--- config.mk ---
export PLATFORM = sky130hd
export DESIGN_NAME = claa_serial_adder_ctrl
export DESIGN_NICKNAME = d
export VERILOG_FILES = /design/src/rtl/claa_serial_adder_ctrl_pkg.sv /design/src/rtl/claa_serial_adder_ctrl_claa4.sv /design/src/rtl/claa_serial_adder_ctrl.sv
export SDC_FILE = /design/constraint.sdc
export NUM_CORES = 1
export LEC_CHECK = 0
export ABC_AREA = 1
export CAP_MARGIN = 10
export CORE_ASPECT_RATIO = 0.8
export CORE_MARGIN = 4
export CORE_UTILIZATION = 50
export CTS_BUF_LIST = sky130_fd_sc_hd__clkbuf_4 sky130_fd_sc_hd__clkbuf_8
export CTS_CLUSTER_SIZE = 10
export DETAILED_ROUTE_END_ITERATION = 10
export GPL_ROUTABILITY_DRIVEN = 0
export HOLD_SLACK_MARGIN = 0.12
export PLACE_DENSITY_LB_ADDON = 0.1
export SYNTH_ARGS = -nofsm -noshare
export SYNTH_HDL_FRONTEND = slang
export SYNTH_SLANG_ARGS = --single-unit
--- constraint.sdc ---
create_clock -name clk -period 13.5 [get_ports clk]
set_input_delay 1.35 -clock clk [delete_from_list [all_inputs] [get_ports clk]]
set_output_delay 1.35 -clock clk [all_outputs]
set_load 0.05 [all_outputs]
--- src/rtl/claa_serial_adder_ctrl_pkg.sv ---
// Shared definitions for the digit-serial CLA add/subtract controller.
package claa_serial_adder_ctrl_pkg;

  localparam int NIBBLE = 4;

  typedef enum logic [1:0] {
    ST_IDLE = 2'd0,
    ST_RUN  = 2'd1,
    ST_DONE = 2'd2
  } state_e;

endpackage

--- src/rtl/claa_serial_adder_ctrl_claa4.sv ---
// 4-bit carry-look-ahead adder slice; all carries come from generate/propagate
// terms so the nibble path is two logic levels past the p/g stage.
module simple_claa_4bit
  import claa_serial_adder_ctrl_pkg::*;
(
  input  logic [NIBBLE-1:0] a,
  input  logic [NIBBLE-1:0] b,
  input  logic              cin,
  output logic [NIBBLE-1:0] s,
  output logic              cout
);

  logic [NIBBLE-1:0] g;
  logic [NIBBLE-1:0] p;
  logic [NIBBLE-1:0] c;

  always_comb begin
    g    = a & b;
    p    = a ^ b;
    c[0] = cin;
    c[1] = g[0] | (p[0] & cin);
    c[2] = g[1] | (p[1] & g[0]) | (p[1] & p[0] & cin);
    c[3] = g[2] | (p[2] & g[1]) | (p[2] & p[1] & g[0]) | (p[2] & p[1] & p[0] & cin);
    cout = g[3] | (p[3] & g[2]) | (p[3] & p[2] & g[1]) | (p[3] & p[2] & p[1] & g[0])
         | (p[3] & p[2] & p[1] & p[0] & cin);
    s    = p ^ c;
  end

endmodule

--- src/rtl/claa_serial_adder_ctrl.sv ---
// Digit-serial WIDTH-bit add/subtract: one nibble per cycle through a single
// CLA slice, carry held in a register between steps. WIDTH: multiple of 4, >= 8.
module claa_serial_adder_ctrl
  import claa_serial_adder_ctrl_pkg::*;
#(
  parameter int WIDTH = 64
) (
  input  logic             clk,
  input  logic             rst,
  input  logic             start,
  input  logic             sub,
  input  logic [WIDTH-1:0] a,
  input  logic [WIDTH-1:0] b,
  output logic             ready,
  output logic             done,
  output logic [WIDTH-1:0] sum,
  output logic             cout
);

  localparam int N  = WIDTH / NIBBLE;
  localparam int CW = $clog2(N);
  localparam logic [CW-1:0] CNT_LAST = CW'(N - 1);

  state_e           state_q, state_d;
  logic [WIDTH-1:0] a_sh_q, a_sh_d;
  logic [WIDTH-1:0] b_sh_q, b_sh_d;
  logic [WIDTH-1:0] sum_sh_q, sum_sh_d;
  logic             c_q, c_d;
  logic [CW-1:0]    cnt_q, cnt_d;

  logic [NIBBLE-1:0] slice_s;
  logic              slice_cout;
  logic              accept;

  simple_claa_4bit u_slice (
    .a    (a_sh_q[NIBBLE-1:0]),
    .b    (b_sh_q[NIBBLE-1:0]),
    .cin  (c_q),
    .s    (slice_s),
    .cout (slice_cout)
  );

  always_comb begin
    state_d  = state_q;
    a_sh_d   = a_sh_q;
    b_sh_d   = b_sh_q;
    sum_sh_d = sum_sh_q;
    c_d      = c_q;
    cnt_d    = cnt_q;
    ready    = 1'b0;
    done     = 1'b0;
    accept   = 1'b0;

    case (state_q)
      ST_IDLE: begin
        ready  = 1'b1;
        accept = start;
      end
      ST_RUN: begin
        // Result assembles LSB-first from the top, so after N steps it is aligned.
        sum_sh_d = {slice_s, sum_sh_q[WIDTH-1:NIBBLE]};
        a_sh_d   = a_sh_q >> NIBBLE;
        b_sh_d   = b_sh_q >> NIBBLE;
        c_d      = slice_cout;
        cnt_d    = cnt_q + CW'(1);
        if (cnt_q == CNT_LAST) state_d = ST_DONE;
      end
      ST_DONE: begin
        ready   = 1'b1;
        done    = 1'b1;
        accept  = start;
        state_d = ST_IDLE;
      end
      default: state_d = ST_IDLE;
    endcase

    // Subtract as a + ~b + 1: invert b once at latch time, seed the carry with 1.
    if (accept) begin
      state_d = ST_RUN;
      a_sh_d  = a;
      b_sh_d  = sub ? ~b : b;
      c_d     = sub;
      cnt_d   = '0;
    end
  end

  always_ff @(posedge clk or posedge rst) begin
    if (rst) begin
      state_q  <= ST_IDLE;
      a_sh_q   <= '0;
      b_sh_q   <= '0;
      sum_sh_q <= '0;
      c_q      <= 1'b0;
      cnt_q    <= '0;
    end else begin
      state_q  <= state_d;
      a_sh_q   <= a_sh_d;
      b_sh_q   <= b_sh_d;
      sum_sh_q <= sum_sh_d;
      c_q      <= c_d;
      cnt_q    <= cnt_d;
    end
  end

  assign sum  = sum_sh_q;
  assign cout = c_q;

endmodule
==> impl_results.md, run 1 <==
* Maximum capacitance violations at 0
* Setup WS pre-CTS at 8.97 ns
* RSZ-0062 raised after global routing: no
* Synth Cell Area at 9150 sq um
* Cts repair resizes at 0
* Post-Synth Adder-Cell Area at 0.903%
* Hold crit path type: reg2reg
* Sequential fraction of design power at 37.3%
* Slew Limit Fails at 0
* Crit-path max FO at 192
* Startpoint types: primary input
* Xor and xnor area share after synthesis at 6.32%
* DR DRC count at 0
* Combinational fraction of design power at 48.8%
* Initial antenna violation count at 0
* Total Power at 2.79 mW
* Clock share of power at 13.9%
* CTS tree: yes
* Die footprint at 20500 sq um
* Worst IR Drop VDD at 0.164 mV
* Post-synthesis sequential area ratio at 54.4%
* Final worst slack at 9.47 ns
* Mux contribution to synthesized area at 0%
* NetSw at 1.27 mW
* Layout cells sized above 1 at 4.82%
* Bufs and invs on worst path at 3
* Power per cell area at 244 nW/um^2
* Cells after Synth at 1017
* CTS clk-pin slew, worst paths at 0.10 ns
* Dpl cells at 1375
* Switch share at 45.4%
* Clock Tree Root: clkbuf_8
* Port bufs at 198
* Int Pwr at 1.52 mW
* CTS H-tree lvls at 4
* Largest net degree at the start of global routing at 193
* Hold WS at 0.487 ns
* Worst Skew at 0.0147 ns
* Initial Utilization at 51.8%
* Final #Nets at 1307
* Vias in the first global route at 7031
* Setup Fix Bufs, Post-CTS at 0
* Global-route wire length before repair at 35200 microns
* Post-Synth Simple-Gate Area at 13.5%
* Gr usage total at 21.0%
* Drt total wl at 21300 microns
* Top delay family on crit path: buffers and inverters
* CP Cell Sequence: clkdlybuf4s50_1 > nand2_8 > nand2_4 > buf_4 > inv_2 > a22o_1
* Total CTS buffers at 17
* Warnings, synthesis at 0
* Gr ovfl total at 0
* Slew HR at 21.8%
* Compound-cell area share of the yosys netlist at 16.6%
* Library cells used by synthesis at 28
* Worst slew pin tran at 1.17 ns
* Final Hold Fails at 0
* Clk buf depth at 2
* Diodes inserted at 0
* Die Y at 129 microns
* Cts hold-fix bufs at 0
* Die width at 159 microns
* Crit share post-route at 29.9%
* Skew-Pair Late Insertion Delay at 0.46 ns
* Synth-to-layout area growth at 24.9%
* Wire length per cell after detailed routing at 15.2 microns
* 1st-iter DRT viols at 493
* Critical Path Max Stage Delay at 0.85 ns
* Via density per instance at 5.09
* Final setup violation count at 0
* CP endpoint kind: register
* Post-DP HPWL at 13300 microns
* Clock Sinks at 199
* Core area at 17600 sq um
* WS Path Type: in2reg
* Detail Route Antenna Nets at 0
* Worst Path Required at 13.84 ns
* Post-synthesis net count at 1155
* FMAX at 248 MHz
* Combinational family with the most area after synthesis: compound AO/OA/AOI/OAI gates
* Drt pass-1 iters at 5
* CP arrival at 4.37 ns
* Most frequent cells in the layout: dfrtp_1, clkdlybuf4s50_1, nand2_1
* Fin cells at 1407
* Setup TNS Final at 0 ns
* Total number of vias at 7161
* # IOs at 199
* Tmin final at 4.03 ns
* FF+latch count, synth at 199
* Mean post-synth cell area at 9.00 sq um
* Most common cell after layout, fill and taps aside: dfrtp_1
* Outcome: completed
* # rows at 43
* Slowest cell on crit path: buf_4
* Static leakage at 5.19 nW
power by group through the flow:
stage	Sequential [mW]	Combinational [mW]	Clock [mW]
after floorplan	1.33	0.712	0
after global placement	1.05	1.34	0
after detailed placement	1.05	1.36	0
after CTS	1.04	1.37	0.397
after global routing	1.08	1.52	0.423
final	1.04	1.36	0.388
synthesized netlist by cell type:
cell        n  area share, %
ha_1        5           0.68
o21ai_0   155            8.5
nand4_1     2           0.14
o21bai_1    1          0.082
clkbuf_1   24           0.98
buf_8       1           0.16
fa_1        1           0.22
o21ai_1    42            2.3
nand2_1   193            7.9
a21oi_1    11           0.60
nand2_4     1           0.12
a22o_1      1          0.096
or2_2       1          0.068
xnor2_1     4           0.38
nand3_1     6           0.33
dfrtp_1   199             54
inv_2       4           0.16
xor2_1     62            5.9
buf_4       9           0.74
inv_1      79            3.2
nor2_1    116            4.8
o22ai_2    11            1.5
buf_12      1           0.22
clkbuf_2    2           0.11
o22ai_1    52            3.6
buf_6      13            1.6
nand2_2     2           0.14
buf_2      19            1.0
final cells by class:
| cell class | instances | area (sq um) |
|---|---|---|
| fillers | 1486 | 6220 |
| flip-flops and latches | 199 | 4980 |
| multi-input cells | 666 | 3440 |
| repair buffers | 202 | 2010 |
| inverters | 83 | 319 |
| well taps | 225 | 282 |
| clock buffers | 19 | 255 |
| clock inverters | 13 | 145 |
registers in the layout (all words and copies together) (netlist names):
name and flops:
cnt_q 4, b_sh_q 64, sum 64, a_sh_q 64, state_q 2, cout 1
worst register-to-register path, delay by kind of cell (launching register included):
family | cells | cell delay, ns
compound gates | 1 | 0.23
buf+inv | 3 | 1.21
flops | 1 | 0.47
simple gates | 2 | 1.16
cells by family after synthesis:
logic type               count (synthesis)
AND/OR/NAND/NOR                        321
AO/OA/AOI/OAI                          273
flip-flops                             199
buffers and inverters                  152
XOR/XNOR                                66
adder cells (fa/ha/maj)                  6
worst paths after layout:
kind | end | cells after the start | startpoint | slack [ns]
max in group asynchronous | a_sh_q[59] | 3 | rst | 10.51
min in group asynchronous | b_sh_q[17] | 2 | rst | 1.46
setup reg to reg | cnt_q[1] | 6 | state_q[0] | 10.33
setup / recovery | cnt_q[1] | 6 | start | 9.47
hold reg to reg | sum[3] | 2 | sum[3] | 0.49
hold / removal | sum[3] | 2 | sum[3] | 0.49
layer usage:
layer	vias to the layer above	global-route usage [%]	routed length [microns]
met4	0	4.85	154
met2	188	31.7	9530
met5	-	0	0
met3	11	6.63	1520
li1	3594	-	-
met1	3368	30.1	10100
per-stage QoR:
| step | area, sq um | util (%) |
|---|---|---|
| final | 11400 | 64.8 |
| after global routing | 11400 | 64.8 |
| after CTS | 11400 | 64.8 |
| after detailed placement | 11000 | 62.5 |
| after global placement | 11000 | 62.5 |
| after floorplan | 9150 | - |
Note: power is estimated with default switching activity, not from simulation.
==> run 2, diff against run 1 <==
--- a/config.mk
+++ b/config.mk
@@ -9,7 +9,7 @@
 export CAP_MARGIN = 10
 export CORE_ASPECT_RATIO = 0.8
 export CORE_MARGIN = 4
-export CORE_UTILIZATION = 50
+export CORE_UTILIZATION = 48
 export CTS_BUF_LIST = sky130_fd_sc_hd__clkbuf_4 sky130_fd_sc_hd__clkbuf_8
 export CTS_CLUSTER_SIZE = 10
 export DETAILED_ROUTE_END_ITERATION = 10
==> constraint.sdc (replaced) <==
create_clock -name clk -period 3.3 [get_ports clk]
set_input_delay 0.33 -clock clk [delete_from_list [all_inputs] [get_ports clk]]
set_output_delay 0.33 -clock clk [all_outputs]
set_load 0.05 [all_outputs]
==> impl_results.md, run 2 (synthesis gave the netlist of run 1 again) <==
* Outcome: completed
* Global-route wire length before repair at 36200 microns (+2.8%)
* Startpoint types: register
* Crit share post-route at 68.9%
* CP Cell Sequence: inv_2 > clkdlybuf4s50_1
* FMAX at 440 MHz
* Port bufs at 198 (unchanged)
* Drt pass-1 iters at 5 (unchanged)
* Slew Limit Fails at 0 (unchanged)
* Die width at 162 microns (+2.0%)
* Clock Tree Root: clkbuf_8
* Setup Fix Bufs, Post-CTS at 0 (unchanged)
* Critical Path Start: state_q[0]
* Detail Route Antenna Nets at 0 (unchanged)
* Reg2Reg Depth at 6 (unchanged)
* Most frequent cells in the layout: dfrtp_1, clkdlybuf4s50_1, nand2_1
* CTS H-tree lvls at 4 (unchanged)
* Final Hold Fails at 0 (unchanged)
* Critical Path Max Stage Delay at 0.84 ns (about the same)
* Crit-path max FO at 3 (-98%)
* Slew HR at 32.3% (+10 points)
* Cts repair resizes at 0 (unchanged)
* Via density per instance at 4.99 (-2.0%)
* Most common cell after layout, fill and taps aside: dfrtp_1
* Top delay family on crit path: buffers and inverters
* Skew-Pair Late Insertion Delay at 0.47 ns (about the same)
* Clock Sinks at 199 (unchanged)
* Setup TNS Final at 0 ns (unchanged)
* Worst slew pin tran at 1.02 ns (-0.155 ns)
* CP arrival at 1.94 ns (-2.43 ns)
* Gr ovfl total at 0 (unchanged)
* Diodes inserted at 0 (unchanged)
* Core area at 18400 sq um (+4.5%)
* DR DRC count at 0 (unchanged)
* CTS tree: yes
* Drt total wl at 21800 microns (+2.3%)
* Final setup violation count at 0 (unchanged)
* Final #Nets at 1313 (+0.46%)
* Initial antenna violation count at 2 (+2)
* CP endpoint kind: output port
* GR peak layer: met1
* Worst IR Drop VDD at 0.695 mV (+320%)
* Largest net degree at the start of global routing at 192 (-0.52%)
* Cts hold-fix bufs at 0 (unchanged)
* Wire length per cell after detailed routing at 15.2 microns (about the same)
* Final core occ at 62.6% (-2.1 points)
* Worst Path Required at 2.97 ns (-10.87 ns)
* M1 GR Usage at 32.0% (+2.0 points)
* Total CTS buffers at 17 (unchanged)
* RSZ-0062 raised after global routing: no
* Synth-to-layout area growth at 26.3%
* Worst Skew at 0.0172 ns (+0.00254 ns)
* Initial Utilization at 49.6% (-2.2 points)
* WS Path Type: reg2out
* Fillcell total at 1644 (+11%)
* Met3 Use GR at 5.85% (-0.77 points)
* Hold crit path type: in2async
* Die Y at 131 microns (+1.9%)
* Total number of vias at 7188 (+0.38%)
* Gr usage total at 20.6% (-0.37 points)
* Reg2Reg Setup Slack at 1.19 ns (-9.14 ns)
* Reg-to-reg critical path endpoint: a_sh_q[4]
* CTS clk-pin slew, worst paths at 0.11 ns (about the same)
* Slowest cell on crit path: clkdlybuf4s50_1
* Die footprint at 21300 sq um (+3.9%)
* Power per cell area at 993 nW/um^2 (+310%)
* Layout cells sized above 1 at 5.30% (+0.48 points)
* Static leakage at 5.24 nW (+1.0%)
* Met2 global-route usage at 29.4% (-2.3 points)
* 1st-iter DRT viols at 586 (+19%)
* Hold WS at 0.347 ns (-0.141 ns)
* Bufs and invs on worst path at 2 (-1)
* Reg2reg start: state_q[1]
* Tmin final at 2.27 ns
* # IOs at 199 (unchanged)
* # rows at 44 (+2.3%)
* Vias in the first global route at 6987 (-0.63%)
* Post-DP HPWL at 13900 microns (+4.4%)
* Clk buf depth at 2 (unchanged)
* Maximum capacitance violations at 0 (unchanged)
[run 2: cell types whose count changed in the layout (fill, tap and decap cells not counted), sizes merged]
cell and delta:
bufinv -1, clkinvlp -2, inv +3, buf +6
[run 2: per-stage QoR]
stage | instances | cell area, sq um | power, mW | setup slack, ns
3_3_place_gp | 1409 | 11200 | 9.85 | 1.20
5_1_grt | 1441 | 11600 | 12.4 | 0.942
6_report | 1441 | 11600 | 11.5 | 1.03
3_5_place_dp | 1409 | 11200 | 9.97 | 1.18
4_1_cts | 1441 | 11600 | 11.6 | 0.988
2_1_floorplan | 1017 | 9150 | 8.34 | 0.396
[run 2: worst min-delay path: cells and delay by family]
kind	cells	cell delay (ns)
buffers and inverters	3	0.92
[run 2: worst max-delay path by stage]
stage,endpoint,cells past startpoint
after detailed placement,a_sh_q[57],6
final,ready,2
after global routing,ready,2
after CTS,ready,2
after global placement,cout,8
after floorplan,a_sh_q[0],1
[run 2: final cells by class]
| type | instances | area [sq um] | share of cell area (%) |
|---|---|---|---|
| sequential | 199 | 4980 | 43.1 |
| multi-input combinational | 666 | 3440 | 29.8 |
| timing repair buffer | 208 | 2100 | 18.2 |
| tap | 253 | 317 | 2.74 |
| inverter | 83 | 315 | 2.73 |
| clock buffer | 19 | 262 | 2.26 |
| clock inverter | 13 | 135 | 1.17 |
[run 2: routing by layer]
metal / vias up / part of all wire (%)
met5: - / 0.10
met4: 4 / 0.49
met3: 8 / 5.7
met2: 165 / 43
met1: 3405 / 50
li1: 3606 / -
[run 2: power by group]
part           leakage [nW]  switching, mW  internal (mW)
clock                 0.195          0.922          0.663
combinational          2.61           3.66           1.96
sequential             2.44          0.641           3.61
total                  5.24           5.23           6.24
